`src/rtl/mips_muldiv_if.sv`:
```
// mips_muldiv_if: request/result bundle between EX and the multiply/divide unit.
// Optional macro MULDIV_DIVZERO_EN adds the divzero result flag.
interface mips_muldiv_if #(
  parameter int WIDTH = 32
);
  logic             start;
  logic [2:0]       op;
  logic [WIDTH-1:0] op1;
  logic [WIDTH-1:0] op2;
  logic             flush;
  logic             busy;
  logic             done;
  logic [WIDTH-1:0] hi;
  logic [WIDTH-1:0] lo;
`ifdef MULDIV_DIVZERO_EN
  logic             divzero;
`endif

  modport master (
    output start, op, op1, op2, flush,
`ifdef MULDIV_DIVZERO_EN
    input  divzero,
`endif
    input  busy, done, hi, lo
  );

  modport slave (
    input  start, op, op1, op2, flush,
`ifdef MULDIV_DIVZERO_EN
    output divzero,
`endif
    output busy, done, hi, lo
  );
endinterface

```
`src/rtl/mips_muldiv_unit.sv`:
```
// mips_muldiv_unit: multi-cycle MIPS multiply/divide unit owning HI/LO.
// Ops: 0 MULT, 1 MULTU, 2 DIV, 3 DIVU, 4 MTHI, 5 MTLO, 6/7 no-op.
// Multiply result appears MUL_LATENCY cycles after accept; divide is a
// restoring radix-2 loop on magnitudes (WIDTH cycles) plus one sign-fix cycle.
// Optional macro MULDIV_DIVZERO_EN adds a divide-by-zero flag that pulses
// together with done.
module mips_muldiv_unit #(
  parameter int WIDTH       = 32,
  parameter int MUL_LATENCY = 4
) (
  input  logic clk,
  input  logic rst_b,
  mips_muldiv_if.slave md
);

  localparam int CNT_W = $clog2((WIDTH > 8) ? WIDTH : 8) + 1;

  typedef enum logic [1:0] {IDLE, MUL, DIV, FIX} state_t;

  state_t           state;
  logic [CNT_W-1:0] cnt;
  logic             busy;
  logic             done;
  logic [WIDTH-1:0] hi;
  logic [WIDTH-1:0] lo;
`ifdef MULDIV_DIVZERO_EN
  logic             divzero;
`endif

  // operands and divider working registers (no reset needed, written at accept)
  logic [WIDTH-1:0] mul_a;
  logic [WIDTH-1:0] mul_b;
  logic             mul_signed;
  logic [WIDTH-1:0] rem;
  logic [WIDTH-1:0] quo;
  logic [WIDTH-1:0] dvsr;
  logic             neg_q;
  logic             neg_r;

  logic [WIDTH:0]   trial;
  logic [WIDTH:0]   diff;
  logic             fits;
  logic [WIDTH-1:0] rem_next;
  logic [WIDTH-1:0] quo_next;
  logic             op1_neg;
  logic             op2_neg;

  // Full 2*WIDTH product; sign-extending both factors makes a plain multiply
  // correct for signed operands.
  function automatic logic [2*WIDTH-1:0] mul_product(
    input logic [WIDTH-1:0] x,
    input logic [WIDTH-1:0] y,
    input logic             sgn
  );
    logic signed [2*WIDTH-1:0] xe;
    logic signed [2*WIDTH-1:0] ye;
    logic signed [2*WIDTH-1:0] p;
    xe = {{WIDTH{sgn & x[WIDTH-1]}}, x};
    ye = {{WIDTH{sgn & y[WIDTH-1]}}, y};
    p  = xe * ye;
    return p;
  endfunction

  // Two's-complement negate when requested; -2^(WIDTH-1) maps to itself,
  // which gives the architected overflow result for free.
  function automatic logic [WIDTH-1:0] apply_sign(
    input logic [WIDTH-1:0] mag,
    input logic             neg
  );
    return neg ? -mag : mag;
  endfunction

  // One restoring-division step: shift next dividend bit into the partial
  // remainder and subtract the divisor if it fits.
  always_comb begin
    trial    = {rem, quo[WIDTH-1]};
    diff     = trial - {1'b0, dvsr};
    fits     = (trial >= {1'b0, dvsr});
    rem_next = fits ? diff[WIDTH-1:0] : trial[WIDTH-1:0];
    quo_next = {quo[WIDTH-2:0], fits};
    op1_neg  = (md.op == 3'd2) && md.op1[WIDTH-1];
    op2_neg  = (md.op == 3'd2) && md.op2[WIDTH-1];
  end

  // Control FSM with registered busy/done and the HI/LO result registers.
  always_ff @(posedge clk) begin
    if (!rst_b) begin
      state   <= IDLE;
      cnt     <= '0;
      busy    <= 1'b0;
      done    <= 1'b0;
      hi      <= '0;
      lo      <= '0;
`ifdef MULDIV_DIVZERO_EN
      divzero <= 1'b0;
`endif
    end else begin
      done    <= 1'b0;
`ifdef MULDIV_DIVZERO_EN
      divzero <= 1'b0;
`endif
      case (state)
        IDLE: begin
          if (md.start && !md.flush) begin
            case (md.op)
              3'd0, 3'd1: begin
                mul_a      <= md.op1;
                mul_b      <= md.op2;
                mul_signed <= (md.op == 3'd0);
                cnt        <= CNT_W'(MUL_LATENCY - 1);
                state      <= MUL;
                busy       <= 1'b1;
              end
              3'd2, 3'd3: begin
                if (md.op2 != '0) begin
                  rem   <= '0;
                  quo   <= apply_sign(md.op1, op1_neg);
                  dvsr  <= apply_sign(md.op2, op2_neg);
                  neg_q <= op1_neg ^ op2_neg;
                  neg_r <= op1_neg;
                  cnt   <= CNT_W'(WIDTH - 1);
                  state <= DIV;
                  busy  <= 1'b1;
                end else begin
                  hi      <= md.op1;
                  lo      <= '1;
                  done    <= 1'b1;
`ifdef MULDIV_DIVZERO_EN
                  divzero <= 1'b1;
`endif
                end
              end
              3'd4: begin
                hi   <= md.op1;
                done <= 1'b1;
              end
              3'd5: begin
                lo   <= md.op1;
                done <= 1'b1;
              end
              default: ;
            endcase
          end
        end
        MUL: begin
          if (md.flush) begin
            state <= IDLE;
            busy  <= 1'b0;
          end else if (cnt == '0) begin
            {hi, lo} <= mul_product(mul_a, mul_b, mul_signed);
            done     <= 1'b1;
            state    <= IDLE;
            busy     <= 1'b0;
          end else begin
            cnt <= cnt - CNT_W'(1);
          end
        end
        DIV: begin
          if (md.flush) begin
            state <= IDLE;
            busy  <= 1'b0;
          end else begin
            rem <= rem_next;
            quo <= quo_next;
            if (cnt == '0) state <= FIX;
            else           cnt   <= cnt - CNT_W'(1);
          end
        end
        FIX: begin
          state <= IDLE;
          busy  <= 1'b0;
          if (!md.flush) begin
            lo   <= apply_sign(quo, neg_q);
            hi   <= apply_sign(rem, neg_r);
            done <= 1'b1;
          end
        end
        default: begin
          state <= IDLE;
          busy  <= 1'b0;
        end
      endcase
    end
  end

  assign md.busy = busy;
  assign md.done = done;
  assign md.hi   = hi;
  assign md.lo   = lo;
`ifdef MULDIV_DIVZERO_EN
  assign md.divzero = divzero;
`endif

endmodule
```
`src/flat_wrapper.sv`:
```
// flat-port wrapper written by rule: the top's interface ports become plain ports
module mips_muldiv_unit_flat 
#(
  parameter int WIDTH       = 32,
  parameter int MUL_LATENCY = 4
)
  (clk, rst_b, md_start, md_op, md_op1, md_op2, md_flush, md_busy, md_done, md_hi, md_lo);
  mips_muldiv_if #(.WIDTH(WIDTH)) md_i ();
  input  logic clk;
  input  logic rst_b;
  input wire logic [$bits(md_i.start)-1:0] md_start;
  input wire logic [$bits(md_i.op)-1:0] md_op;
  input wire logic [$bits(md_i.op1)-1:0] md_op1;
  input wire logic [$bits(md_i.op2)-1:0] md_op2;
  input wire logic [$bits(md_i.flush)-1:0] md_flush;
  output wire logic [$bits(md_i.busy)-1:0] md_busy;
  output wire logic [$bits(md_i.done)-1:0] md_done;
  output wire logic [$bits(md_i.hi)-1:0] md_hi;
  output wire logic [$bits(md_i.lo)-1:0] md_lo;
  assign md_i.start = md_start;
  assign md_i.op = md_op;
  assign md_i.op1 = md_op1;
  assign md_i.op2 = md_op2;
  assign md_i.flush = md_flush;
  assign md_busy = md_i.busy;
  assign md_done = md_i.done;
  assign md_hi = md_i.hi;
  assign md_lo = md_i.lo;
  mips_muldiv_unit #(.WIDTH(WIDTH), .MUL_LATENCY(MUL_LATENCY)) u_core (.clk(clk), .rst_b(rst_b), .md(md_i));
endmodule
```
`config.mk`:
```
export PLATFORM = sky130hd
export DESIGN_NAME = mips_muldiv_unit_flat
export DESIGN_NICKNAME = d
export VERILOG_FILES = /design/src/rtl/mips_muldiv_if.sv /design/src/rtl/mips_muldiv_unit.sv /design/src/flat_wrapper.sv
export SDC_FILE = /design/constraint.sdc
export NUM_CORES = 2
export LEC_CHECK = 0
export CORE_MARGIN = 8
export CORE_UTILIZATION = 45
export CTS_BUF_LIST = sky130_fd_sc_hd__clkbuf_8
export DETAILED_ROUTE_END_ITERATION = 12
export PLACE_DENSITY_LB_ADDON = 0.12
export SLEW_MARGIN = 15
export SYNTH_ARGS = -nofsm -noshare
export SYNTH_HDL_FRONTEND = slang
export SYNTH_SLANG_ARGS = --single-unit
```
`constraint.sdc`:
```
create_clock -name clk -period 9.2 [get_ports clk]
set_clock_uncertainty 0.15 [all_clocks]
set_input_delay 1.84 -clock clk [delete_from_list [all_inputs] [get_ports clk]]
set_output_delay 1.84 -clock clk [all_outputs]
set_load 0.02 [all_outputs]
```
# After elaboration in Yosys (flattened, before gate mapping)
# Cells that the tools add are included.
# Widths: inputs -> output; s select.
[totals]
register_bits = 237
elab_cells = 130
output_inout_bits = 66
inputBits = 71
[classes]
n_bitwise = 3
add_sub_neg = 6
order_cmp = 1
n_mux = 57
reduce_logical = 23
mul = 1
n_eq_ne = 25
[ops]
columns = ["cell", "n"]
rows = [
  ["$mux 32", 23],
  ["$pmux 32 s2", 4],
  ["$pmux 32 s3", 2],
  ["$neg 32->32", 4],
  ["$mul 33x33->64", 1],
  ["$ge 33x32->1", 1],
  ["$reduce_bool 32->1", 1],
  ["$sub 32x32->32", 1],
  ["$mux 6", 4],
  ["$pmux 6 s2", 2],
  ["$reduce_and 5->1", 3],
  ["$ne 2x2->1 const B", 7],
  ["$reduce_and 7->1", 2],
  ["$mux 2", 6],
  ["$ne 3x3->1 const B", 4],
  ["$reduce_and 6->1", 2],
  ["$mux 1", 10],
  ["$ne 3x2->1 const B", 3],
  ["$pmux 2 s4", 1],
  ["$reduce_or 2->1", 4],
  ["$eq 3x2->1 const B", 2],
  ["$eq 3x3->1 const B", 2],
  ["$logic_not 6->1", 1],
  ["$ne 2x1->1 const B", 3],
  ["17 further kinds", 23],
]

# Logic depth before layout (Yosys ltp)
[depth]
depth_word = 7
ltp_mapped = 30
ltp_nobuf = 28

# Worst setup path before layout
# Ideal clock, no wire load.
[synth_timing]
path_type = "reg-to-reg"
from = "register u_core.mul_a[31]"
to = "register u_core.hi[30], in the netlist u_core.md.hi[30]"
path_stages_with_launch = 29
slack_ns = 1.071
required_time_ns = 8.992
period_less_slack_ns = 8.129
setup_ns = 0.058
arrival_ns = 7.921
n_path_buf = 1
cell_sequence = "edfxtp_1 > and2_1 > clkbuf_1 > nand2_1 > inv_1 > fa_1 > inv_1 > fa_1 > inv_1 > fa_1 > fa_1 > inv_1 > fa_1 > inv_1 > fa_1 > inv_1 > fa_1 > fa_1 > inv_1 > ha_1 > and3_1 > o21ai_0 > o21ai_0 > a211oi_1 > o31ai_1 > nand3_1 > a31o_2 > a2111oi_0 > or3b_1"
[synth_between]
elab_chain_cells = 5
[synth_rtl]
columns = ["element", "line_no", "text"]
rows = [
  ["start: declaration", "mips_muldiv_unit.sv:31", "logic [WIDTH-1:0] mul_a;"],
  ["start signal: assignment", "mips_muldiv_unit.sv:107", "mul_a <= md.op1;"],
  ["$and 1x1->1", "mips_muldiv_unit.sv:58", "xe = {{WIDTH{sgn & x[WIDTH-1]}}, x};"],
  ["$mul 33x33->64 *", "mips_muldiv_unit.sv:60", "p = xe * ye;"],
  ["$mux 32 *", "mips_muldiv_unit.sv:149", "end else if (cnt == '0) begin"],
  ["$mux 32 *", "mips_muldiv_unit.sv:146", "if (md.flush) begin"],
  ["$pmux 32 s3 *", "mips_muldiv_unit.sv:102", "case (state)"],
  ["end signal: assignment", "mips_muldiv_unit.sv:125", "hi <= md.op1;"],
  ["end signal: assignment", "mips_muldiv_unit.sv:150", "{hi, lo} <= mul_product(mul_a, mul_b, mul_signed);"],
  ["end signal: assignment", "mips_muldiv_unit.sv:174", "hi <= apply_sign(rem, neg_r);"],
  ["end: declaration", "mips_muldiv_unit.sv:24", "logic [WIDTH-1:0] hi;"],
]
# Every way passes the cells marked *; elsewhere a longest branch is shown, timed or not. The select of a mux whose other input is x is not followed.
# A chain may end at the register's enable or synchronous reset.

# Worst setup path in the final report
[layout_timing]
from = "register u_core.mul_b[15]"
to = "register u_core.hi[7], in the netlist u_core.md.hi[7]"
[layout_between]
elab_chain_cells = 4
[layout_rtl]
columns = ["element", "line_no", "text"]
rows = [
  ["start: declaration", "mips_muldiv_unit.sv:32", "logic [WIDTH-1:0] mul_b;"],
  ["start signal: assignment", "mips_muldiv_unit.sv:108", "mul_b <= md.op2;"],
  ["$mul 33x33->64", "mips_muldiv_unit.sv:60", ""],
  ["$mux 32", "mips_muldiv_unit.sv:149", ""],
  ["$mux 32", "mips_muldiv_unit.sv:146", ""],
  ["$pmux 32 s3", "mips_muldiv_unit.sv:102", ""],
]
# Every way passes these cells. The select of a mux whose other input is x is not followed.

==> impl_metrics.toml <==
[global_routing]
grt_usage_pct = 24.7
grt_overflow = 0
antenna_found_initial = 7
grt_pass1_vias = 40900
grt_pass1_wl_mm = 244
grt_max_degree = 73

[clock_tree]
clockBufferDepth = 3
clock_latency_ns = 0.62
clock-sinks = 237
hold_buffers = 0
numCtsBuffers = 48
cts_tree = "yes"
ctsHtreeMaxLevel = 2
root_buffer = "clkbuf_8"
path_clk_slew_ns = 0.06

[sta]
slew_viol_final = 0
setup_viol = 0
layout_setup_ws_ns = 0.401
fin_tns_setup_ns = 0
tightest_slew_ns = 1.18
finalHoldViolCount = 0
rsz0062_at_grt = "no"
period_minus_slack_ns = 8.80
relSlewSlack_pct = 21.0
fin_crit_sh_pct = 95.6
clock.fmax_mhz = 114

[synth]
synth_common_cells = "inv_1, fa_1, nand2_1"
syn_avg_cell_area_um2 = 9.23
mappedNetlistNets = 7048
yosysTopAreaCell = "fa_1"
ys_top_cells_by_area = "fa_1, edfxtp_1, inv_1, nand2_1, ha_1"
asyncSetResetFlopFracSynth_pct = 0
ys_ff_latch = 237
netlist_area_mm2 = 0.0517
ys_warn_count = 0
synth-main-ff-cell = "edfxtp_1"
synth_edf_count = 163
yosys.cell_types.count = 89
yosysMostFrequentCell = "inv_1"
ys_seq_area_share_pct = 12.3
yosys.area.top_type_share_pct = 43.6
synthCells = 5598

[final_layout]
finalNetCount = 7076
instances_no_fill = 7177
final_layout_size_suffix_gt1_share_pct = 4.70
final_util_pct = 49.0
syn2layout_area_growth_pct = 8.36

[critical_path]
cpPeakStageDelay_ns = 1.08
worst_r2r_path_depth = 26
crit_path_end_kind = "register"
crit_fanout = 22
worst_path_max_delay_cell = "edfxtp_1"
reg2reg_to = "u_core.md.hi[7]$_SDFFE_PN0P_"
rr_startpoint = "u_core.mul_b[15]$_DFFE_PP_"
worstPathArrival_ns = 9.16
r2r_slack_ns = 0.40
crit_path_start_kind = "register"
path_class = "reg -> reg"
worstPathRequired_ns = 9.56
crit_top_cell = "fa_1"

[outcome]
outcome = "finished clean"

[drt]
avgViaCountPerCell = 5.32
ant_nets = 0
wl_per_cell_um = 21.3
routed_wl_mm = 153
vias = 38200
first_pass_iters = 5
first_iter_violations = 2401
route.detailed.drc = 0

[die]
initial_core_util_pct = 45.2
die_area_mm2 = 0.126
fp.coreArea_mm2 = 0.114
die-width_um = 355
die_y_um = 355
io_pins = 137
row_count = 124

[placed_design]
port_buffers = 136
place_hpwl_mm = 126
dp.cells = 7086
globalplace.congestion = 0.912
pre_cts_ws_ns = 0.328

[worst_hold_path]
hold_path_class = "reg -> reg"
hold_depth = 2
hold_path.startpoint = "u_core.cnt[0]$_SDFFE_PN0P_"
hold_path_end = "u_core.cnt[0]$_SDFFE_PN0P_"

[power]
powerDensity_mw_per_mm2 = 351
ir_drop_uv = 532
p_leak_uw = 0.0263

[flow_run]
cap_violations = 0
## worst max-delay path by stage
stage	start	end	slack (ns)	depth (start not counted)
floorplan	u_core.mul_a[31]$_DFFE_PP_	u_core.md.hi[30]$_SDFFE_PN0P_	1.07	28
global placement	u_core.mul_b[13]$_DFFE_PP_	u_core.md.hi[9]$_SDFFE_PN0P_	0.38	23
detailed placement	u_core.mul_a[31]$_DFFE_PP_	u_core.md.hi[31]$_SDFFE_PN0P_	0.33	24
CTS	u_core.mul_a[31]$_DFFE_PP_	u_core.md.hi[31]$_SDFFE_PN0P_	0.34	24
global route	u_core.mul_b[13]$_DFFE_PP_	u_core.md.hi[9]$_SDFFE_PN0P_	0.01	23
finish	u_core.mul_b[15]$_DFFE_PP_	u_core.md.hi[7]$_SDFFE_PN0P_	0.40	26
## cell usage in the layout (no fill, tap or decap), types with 12 or more instances in the layout
cell / n
clkdlybuf4s50_1: 135
clkbuf_8: 54
o21a_1: 18
dfxtp_1: 74
a31oi_1: 30
edfxtp_1: 163
nor3_1: 30
buf_4: 117
nand2_1: 869
nand2b_1: 18
nor4_1: 12
o31ai_1: 36
nand3_1: 29
a21o_1: 53
nand4_1: 18
a221oi_1: 17
a211oi_1: 25
fa_1: 1126
a22oi_1: 17
nor2b_1: 14
a21oi_1: 143
o21bai_1: 14
and2_1: 353
or4_1: 16
buf_12: 17
or2_2: 14
inv_1: 1203
or3_1: 18
xor2_1: 69
nor2_1: 169
o21ai_0: 149
and3_1: 24
xnor2_1: 145
ha_1: 250
mux2i_1: 22
o21ai_1: 28
## flip-flops by register name, summed over array words and instances, names as in the netlist
| register | cells |
|---|---|
| u_core.quo | 32 |
| u_core.mul_b | 32 |
| u_core.md.done | 1 |
| u_core.neg_q | 1 |
| u_core.mul_signed | 1 |
| u_core.md.lo | 32 |
| u_core.md.busy | 1 |
| u_core.dvsr | 32 |
| u_core.state | 2 |
| u_core.neg_r | 1 |
| u_core.cnt | 6 |
| u_core.mul_a | 32 |
| u_core.rem | 32 |
| u_core.md.hi | 32 |
## critical path, delay by kind of cell, from the launching register on
kind / cells / cell delay (ns)
flip-flops: 1 / 1.08
buffers and inverters: 6 / 0.69
adder cells (fa/ha/maj): 9 / 4.20
AND/OR/NAND/NOR: 3 / 0.66
AO/OA/AOI/OAI: 7 / 1.73
XOR/XNOR: 1 / 0.14
## power by group
part           total, uW  switching, uW  internal, uW  leakage [uW]
Clock               1090            501           592      0.000538
Sequential          1470            189          1280       0.00209
Combinational      17100          10500          6600        0.0237
## routing by layer
| layer | up-vias | share of wire, % | GRT usage, % |
|---|---|---|---|
| met4 | 0 | 2.7 | 6.11 |
| li1 | 17100 | - | - |
| met1 | 19800 | 45 | 34.8 |
| met2 | 1060 | 47 | 41.0 |
| met5 | - | 0 | 0 |
| met3 | 200 | 5.4 | 2.88 |
## cell families (layout without fill, tap and decap cells)
logic type      count (synthesis)  after routing  synth area share, %
compound gates                637            637                 8.15
mux                            27             27                0.535
fa+ha+maj                    1379           1379                 49.8
flops                         237            237                 12.3
other cells                     0              2                    0
simple gates                 1621           1621                 14.8
buf+inv                      1483           1548                 10.8
xor+xnor                      214            214                 3.63
## metrics by stage
step / instance area (um2) / power, uW / hold slack [ns]
final: 56000 / 19700 / 0.320
after global routing: 56000 / 21900 / 0.357
after CTS: 56000 / 19800 / 0.321
after detailed placement: 55000 / 18500 / 0.313
after global placement: 55000 / 18500 / 0.307
after floorplan: 51700 / 13300 / 0.291
## area by class of cell
cell class                      count  area [um2]
Tap cell                         1512        1890
Multi-Input combinational cell   3878       39700
Timing Repair Buffer              270        2570
Clock inverter                     33         190
Inverter                         1191        4470
Antenna cell                        2        5.00
Clock buffer                       54         743
Fill cell                       11100       58200
Sequential cell                   237        6380
## timing repair
item / CTS / global route
endpoints found under the setup margin: 0 / 2
gates resized for setup: 0 / 1
endpoints found under the hold margin: 0 / 0
buffers inserted: 0 / 2
Note: power is estimated with default switching activity, not from simulation.
